File: src/rtl/debug_step_controller.sv
// Debug command sequencer: pops command bytes from the UART receive FIFO,
// gates the pipeline advance (run / single step / halt) and reports the
// advanced-cycle counter back over the UART transmit path, LSB first.
module debug_step_controller #(
  parameter int          CNT_W      = 32,
  parameter logic [31:0] HALT_WORD  = 32'hFFFF_FFFF,
  parameter logic [7:0]  CMD_RUN    = 8'h63,
  parameter logic [7:0]  CMD_STEP   = 8'h73,
  parameter logic [7:0]  CMD_HALT   = 8'h68,
  parameter logic [7:0]  CMD_REPORT = 8'h70
) (
  input  logic             clock,
  input  logic             reset,
  input  logic [7:0]       rx_data,
  input  logic             rx_empty,
  output logic             rd,
  input  logic [31:0]      instr_if,
  output logic             pipe_clk_en,
  output logic             halted,
  output logic [CNT_W-1:0] cycle_count,
  output logic [7:0]       tx_data,
  output logic             tx_start,
  input  logic             tx_full
);

  localparam int NBYTES = CNT_W / 8;
  localparam int IDX_W  = (NBYTES > 1) ? $clog2(NBYTES) : 1;
  localparam logic [IDX_W-1:0] LAST_IDX = IDX_W'(NBYTES - 1);

  typedef enum logic [1:0] {
    IDLE = 2'd0,
    RUN  = 2'd1,
    STEP = 2'd2,
    SEND = 2'd3
  } state_t;

  state_t           state;
  state_t           state_nxt;
  logic             halted_nxt;
  logic             tx_start_nxt;
  logic [7:0]       tx_data_nxt;
  logic [IDX_W-1:0] idx;
  logic [IDX_W-1:0] idx_nxt;
  logic             at_halt;
  logic [CNT_W-1:0] count_shift;
  logic [7:0]       cur_byte;

  assign at_halt     = (instr_if == HALT_WORD);
  // Counter is frozen while in SEND, so the byte lanes stay consistent.
  assign count_shift = cycle_count >> {idx, 3'b000};
  assign cur_byte    = count_shift[7:0];

  // Pop/advance strobes and next-state decode.
  always_comb begin
    state_nxt    = state;
    halted_nxt   = halted;
    idx_nxt      = idx;
    tx_start_nxt = 1'b0;
    tx_data_nxt  = tx_data;
    rd           = !rx_empty && (state == IDLE || state == RUN);
    pipe_clk_en  = (state == RUN && !at_halt) || (state == STEP);
    case (state)
      IDLE: begin
        if (rd) begin
          if (rx_data == CMD_RUN) begin
            state_nxt  = RUN;
            halted_nxt = 1'b0;
          end else if (rx_data == CMD_STEP) begin
            state_nxt  = STEP;
            halted_nxt = 1'b0;
          end else if (rx_data == CMD_REPORT) begin
            state_nxt = SEND;
            idx_nxt   = '0;
          end
        end
      end
      RUN: begin
        // Halt word wins over a simultaneous halt command; the byte is
        // still consumed because rd does not depend on it.
        if (at_halt) begin
          state_nxt  = IDLE;
          halted_nxt = 1'b1;
        end else if (rd && rx_data == CMD_HALT) begin
          state_nxt = IDLE;
        end
      end
      STEP: begin
        state_nxt = IDLE;
      end
      SEND: begin
        // A pulse cycle is always followed by a gap so tx_full can update.
        if (tx_start) begin
          idx_nxt = idx + 1'b1;
          if (idx == LAST_IDX) begin
            state_nxt = IDLE;
          end
        end else if (!tx_full) begin
          tx_start_nxt = 1'b1;
          tx_data_nxt  = cur_byte;
        end
      end
      default: begin
        state_nxt = IDLE;
      end
    endcase
  end

  // Control and transmit registers.
  always_ff @(posedge clock or posedge reset) begin
    if (reset) begin
      state    <= IDLE;
      halted   <= 1'b0;
      idx      <= '0;
      tx_start <= 1'b0;
      tx_data  <= 8'h00;
    end else begin
      state    <= state_nxt;
      halted   <= halted_nxt;
      idx      <= idx_nxt;
      tx_start <= tx_start_nxt;
      tx_data  <= tx_data_nxt;
    end
  end

  // Advanced-cycle counter, wraps naturally.
  always_ff @(posedge clock or posedge reset) begin
    if (reset) begin
      cycle_count <= '0;
    end else if (pipe_clk_en) begin
      cycle_count <= cycle_count + 1'b1;
    end
  end

endmodule

File: config.mk
export PLATFORM = sky130hd
export DESIGN_NAME = debug_step_controller
export DESIGN_NICKNAME = d
export VERILOG_FILES = /design/src/rtl/debug_step_controller.sv
export SDC_FILE = /design/constraint.sdc
export NUM_CORES = 1
export LEC_CHECK = 0
export CAP_MARGIN = 0
export CORE_MARGIN = 1
export CORE_UTILIZATION = 48
export CTS_CLUSTER_SIZE = 30
export DETAILED_ROUTE_END_ITERATION = 7
export GPL_ROUTABILITY_DRIVEN = 1
export PLACE_DENSITY_LB_ADDON = 0.15
export SETUP_SLACK_MARGIN = 0.02
export SYNTH_ARGS = -nofsm -noshare
export SYNTH_HDL_FRONTEND = slang
export SYNTH_SLANG_ARGS = --single-unit
File: constraint.sdc
create_clock -name clock -period 4.2 [get_ports clock]
set_input_delay 0.63 -clock clock [delete_from_list [all_inputs] [get_ports clock]]
set_output_delay 0.63 -clock clock [all_outputs]
set_load 0.03 [all_outputs]
### After elaboration in Yosys (flattened, before gate mapping)

Index checks and enable logic that the tools add are counted.
Widths: inputs -> output; s select.

| storage, ports and cells | value |
|---|---|
| bits in registers | 46 |
| output and inout port bits | 44 |
| logic and storage cells | 67 |

| operators by class | value |
|---|---|
| $add $sub $neg | 2 |
| equal/unequal tests | 19 |
| shifts and indexed selects | 1 |
| muxes and demuxes | 23 |
| bitwise logic cells | 2 |
| reductions and logical operators | 14 |

Operator list:

| kind | count |
|---|---|
| $add 32x1->32 const B | 1 |
| $eq 32x32->1 const B | 1 |
| $eq 8x7->1 const B | 4 |
| $shr 32x5->8 | 1 |
| $mux 2 | 13 |
| $ne 2x2->1 const B | 6 |
| $pmux 2 s4 | 1 |
| $mux 1 | 7 |
| $eq 2x2->1 const B | 3 |
| $reduce_and 6->1 | 1 |
| $reduce_and 5->1 | 1 |
| $ne 4x1->1 const B | 1 |
| $pmux 2 s2 | 1 |
| $reduce_and 4->1 | 1 |
| $reduce_bool 2->1 | 2 |
| $logic_and 1x1->1 | 3 |
| $ne 3x1->1 const B | 1 |
| $ne 3x2->1 const B | 1 |
| $reduce_and 3->1 | 1 |
| $add 2x1->2 const B | 1 |
| $eq 2x1->1 const B | 1 |
| $logic_not 1->1 | 2 |
| $logic_not 2->1 | 1 |
| $logic_or 1x1->1 | 2 |
| 3 further kinds | 4 |

### Longest topological paths before layout

| depth | value |
|---|---|
| word-level depth | 7 |
| mapped depth | 7 |
| gate-level depth less buffers | 6 |

### Worst setup path before layout

Ideal clock, no wire load.

| timing | value |
|---|---|
| path kind | input to output |
| start | input instr_if[23] |
| end | output pipe_clk_en |
| arrival | 1.634 ns |
| data required time | 3.570 ns |
| path slack | 1.936 ns |
| cell stages on the path | 5 |
| buffers on the path | 1 |
| cell sequence | nand4_1 nor4_1 a211o_2 nand2_2 buf_2 |

| on the way | value |
|---|---|
| cells in the longest elaborated chain, start to end | 4 |

RTL lines:

| element | RTL line | source |
|---|---|---|
| from (decl) | 17 | `input logic [31:0] instr_if,` |
| $eq 32x32->1 | 48 | `assign at_halt = (instr_if == HALT_WORD);` |
| $logic_not 1->1 | 61 | `pipe_clk_en = (state == RUN && !at_halt) \|\| (state == STEP);` |
| $logic_and 1x1->1 | 61 |  |
| $logic_or 1x1->1 | 61 |  |
| to (decl) | 18 | `output logic pipe_clk_en,` |

No other way between the ends.

### Worst setup path in the final report

Ends and elaborated chain as after synthesis.

==> impl_metrics.py <==
metrics = {
    "floorplanning": {
        "io_pins": 88,
        "start_util": 0.5000,
        "dieArea_um2": 5238,
        "core_um2": 4755,
        "die_h_um": 72.38,
        "fp.dieW_um": 72.38,
        "core.rowCount": 25,
    },
    "worst_setup_path": {
        "reg2reg_setup_slack_ns": 2.29,
        "critical_path.cell_chain": "clkdlybuf4s50_1, nand4_1, nor4_1, a211o_2, nand2_2, clkdlybuf4s50_1",
        "r2r-start": "cycle_count[7]",
        "critPathSlowestCell": "clkdlybuf4s50_1",
        "path_class": "input pin to output pin",
        "worstPathArrival_ns": 2.77,
        "worst_r2r_endpoint": "cycle_count[31]",
        "worst_r2r_path_depth": 6,
        "cp-start-kind": "input pin",
        "critPathMaxStageDelay_ns": 0.67,
        "cp_max_fo": 16,
        "cpMostUsedCell": "clkdlybuf4s50_1",
        "end_kind": "output pin",
        "required_ns": 3.57,
        "cp-startpoint": "instr_if[23]",
    },
    "finish": {
        "design_area_um2": 3403,
        "fin_nets": 344,
        "final_util": 0.7158,
        "drive_gt1_frac": 0.1242,
        "fillCellCount": 381,
        "diodes": 0,
        "areaGrowthSynthToFinish_pct": 43.16,
    },
    "detailed_routing": {
        "finalWirelength_um": 6026,
        "via_per_inst": 5.468,
        "firstDrtPassIters": 4,
        "vias": 1996,
        "antenna_left": 0,
        "drc": 0,
        "drtIter0Drc": 88,
        "wl_per_cell_um": 16.51,
    },
    "min_path": {
        "hp-class": "register to register",
        "holdPathEnd": "tx_data[6]",
        "whs_path_depth": 1,
        "min_from": "tx_data[6]",
    },
    "grt": {
        "grt_pass1_vias": 1968,
        "overflow": 0,
        "gr-usage-all-layers": 0.2483,
        "grt_first_pass_wirelength_um": 9887,
        "grt_max_degree": 47,
        "antenna_found_initial": 0,
    },
    "job": {
        "maxCapViolCount": 0,
    },
    "logic_synthesis": {
        "syn-num-nets": 253,
        "synth_seq_cells": 46,
        "syn-cell-area_um2": 2377,
        "synth_top_area_frac": 0.4842,
        "synth_edf_count": 0,
        "ys.flop_type": "dfrtp_1",
        "yosys-top-cells-area": "dfrtp_1, xnor2_1, mux4_2",
        "netlist.top_cell.by_area": "dfrtp_1",
        "seq_area_frac_synth": 0.4842,
        "yosysWarnings": 0,
        "yosys-top-cells-count": "dfrtp_1, xnor2_1, nand2_1",
        "synthCells": 207,
        "ys_types": 34,
        "synth-async-reset-ratio": 1.000,
        "synth.avg_cell_area_um2": 11.48,
        "yosysMostFrequentCell": "dfrtp_1",
    },
    "pwr": {
        "p_leak_uw": 0.001357,
        "seq_power_share": 0.463,
        "pwr-share-comb": 0.328,
        "power_frac_clock": 0.209,
        "switching_power_uw": 437.0,
        "netSwitchingFraction": 0.3559,
        "power_density_nw_per_um2": 360.8,
        "ir_drop_v": 0.0002058,
        "p_int_uw": 790.8,
    },
    "placed_design": {
        "io_buffers": 87,
        "gp_congestion": 0.7854,
        "pre_cts_ws_ns": 0.8128,
        "dp_hpwl_um": 4538,
        "place_area_um2": 3323,
    },
    "sta": {
        "final.setup.tns_ns": 0,
        "clock.fmax_mhz": 293.9,
        "final-hold-violation-count": 0,
        "max-slew-margin-rel": 0.4821,
        "rsz0062_at_grt": "no",
        "fin_skew_ns": 0.007504,
        "slew_violations": 0,
        "setup_ws_ns": 0.7979,
        "fin_crit_ns": 3.402,
        "setup_viol": 0,
        "worst_pin_slew_ns": 0.7726,
        "period_share": 0.8100,
        "whs_ns": 0.5083,
    },
    "clocking": {
        "cts-root-buf": "clkbuf_8",
        "clock-sinks": 46,
        "cts_buffers": 5,
        "htreeDepth": 2,
        "cts_resized": 0,
        "cts_setup_buffers": 0,
        "clock_path_buffers": 2,
        "cts_tree": "done",
        "clk_latency_ns": 0.30,
        "cts_hold_buf": 0,
        "clk_pin_slew_worst_paths_ns": 0.08,
    },
    "run_status": {
        "status": "finished clean",
    },
}
[routing by layer]
layer  GRT usage  wire length [um]  vias up
met2      0.3998              3014       60
met4     0.05882                55        0
met1      0.3414              2647      994
li1            -                 -      934
met3     0.06111               309        8
met5           0                 0        -
[how the worst max path moves through the flow]
stage                       end  cells after the start
floorplan           pipe_clk_en                      5
global placement    pipe_clk_en                      6
detailed placement  pipe_clk_en                      6
CTS                 pipe_clk_en                      6
global route        pipe_clk_en                      6
finish              pipe_clk_en                      6
[worst max-delay path: cells and delay by family]
kind	cells	cell delay, ns
AND/OR/NAND/NOR	3	0.72
buffers and inverters	2	1.13
AO/OA/AOI/OAI	1	0.29
[sequential cells by signal, indices dropped and copies added (netlist names)]
name	flops
tx_data	8
idx	2
tx_start	1
cycle_count	32
state	2
halted	1
[stage by stage]
stage | instances | total power [uW]
6_report | 365 | 1228
5_1_grt | 365 | 1287
4_1_cts | 365 | 1232
3_5_place_dp | 358 | 978.0
3_3_place_gp | 358 | 967.6
2_1_floorplan | 207 | 801.3
[power by group through the flow]
stage | Clock [uW] | Sequential, uW | Combinational [uW]
final | 257 | 568 | 403
after global routing | 278 | 577 | 432
after CTS | 260 | 566 | 406
after detailed placement | 0 | 573 | 405
after global placement | 0 | 571 | 396
after floorplan | 0 | 630 | 171
[cells in the final DEF, fill, tap and decap left out, types with 2 or more instances in the layout]
master | synthesis | routed
ha_1 | 2 | 2
xor2_1 | 3 | 3
clkbuf_8 | 0 | 5
nor3_2 | 4 | 4
inv_1 | 5 | 4
dfrtp_1 | 46 | 46
a21oi_1 | 3 | 3
o21ai_0 | 3 | 3
nand3_1 | 19 | 19
clkdlybuf4s50_1 | 0 | 87
xnor2_1 | 29 | 29
a211oi_4 | 2 | 2
nor3_1 | 3 | 3
nand2_1 | 20 | 20
nor2_1 | 7 | 7
nor4_1 | 2 | 2
and4_1 | 2 | 2
and3_1 | 6 | 6
mux4_2 | 8 | 8
nand4_1 | 17 | 17
mux2_2 | 9 | 9
[cell type report]
| cell class | count | area, um2 | share of cell area |
|---|---|---|---|
| multi-input combinational | 152 | 1191 | 0.3500 |
| sequential | 46 | 1151 | 0.3382 |
| tap | 67 | 83.83 | 0.02463 |
| inverter | 5 | 18.77 | 0.005515 |
| clock buffer | 6 | 72.57 | 0.02132 |
| clock inverter | 1 | 7.507 | 0.002206 |
| timing repair buffer | 88 | 878.3 | 0.2581 |
[kinds of logic after synthesis]
group,after synthesis,share of synthesized area
simple gates,88,0.2100
buf+inv,9,0.01474
compound gates,13,0.04421
xor+xnor,32,0.1179
fa+ha+maj,2,0.01052
mux,17,0.1184
flops,46,0.4842
Power figures use the tool's default switching activity.
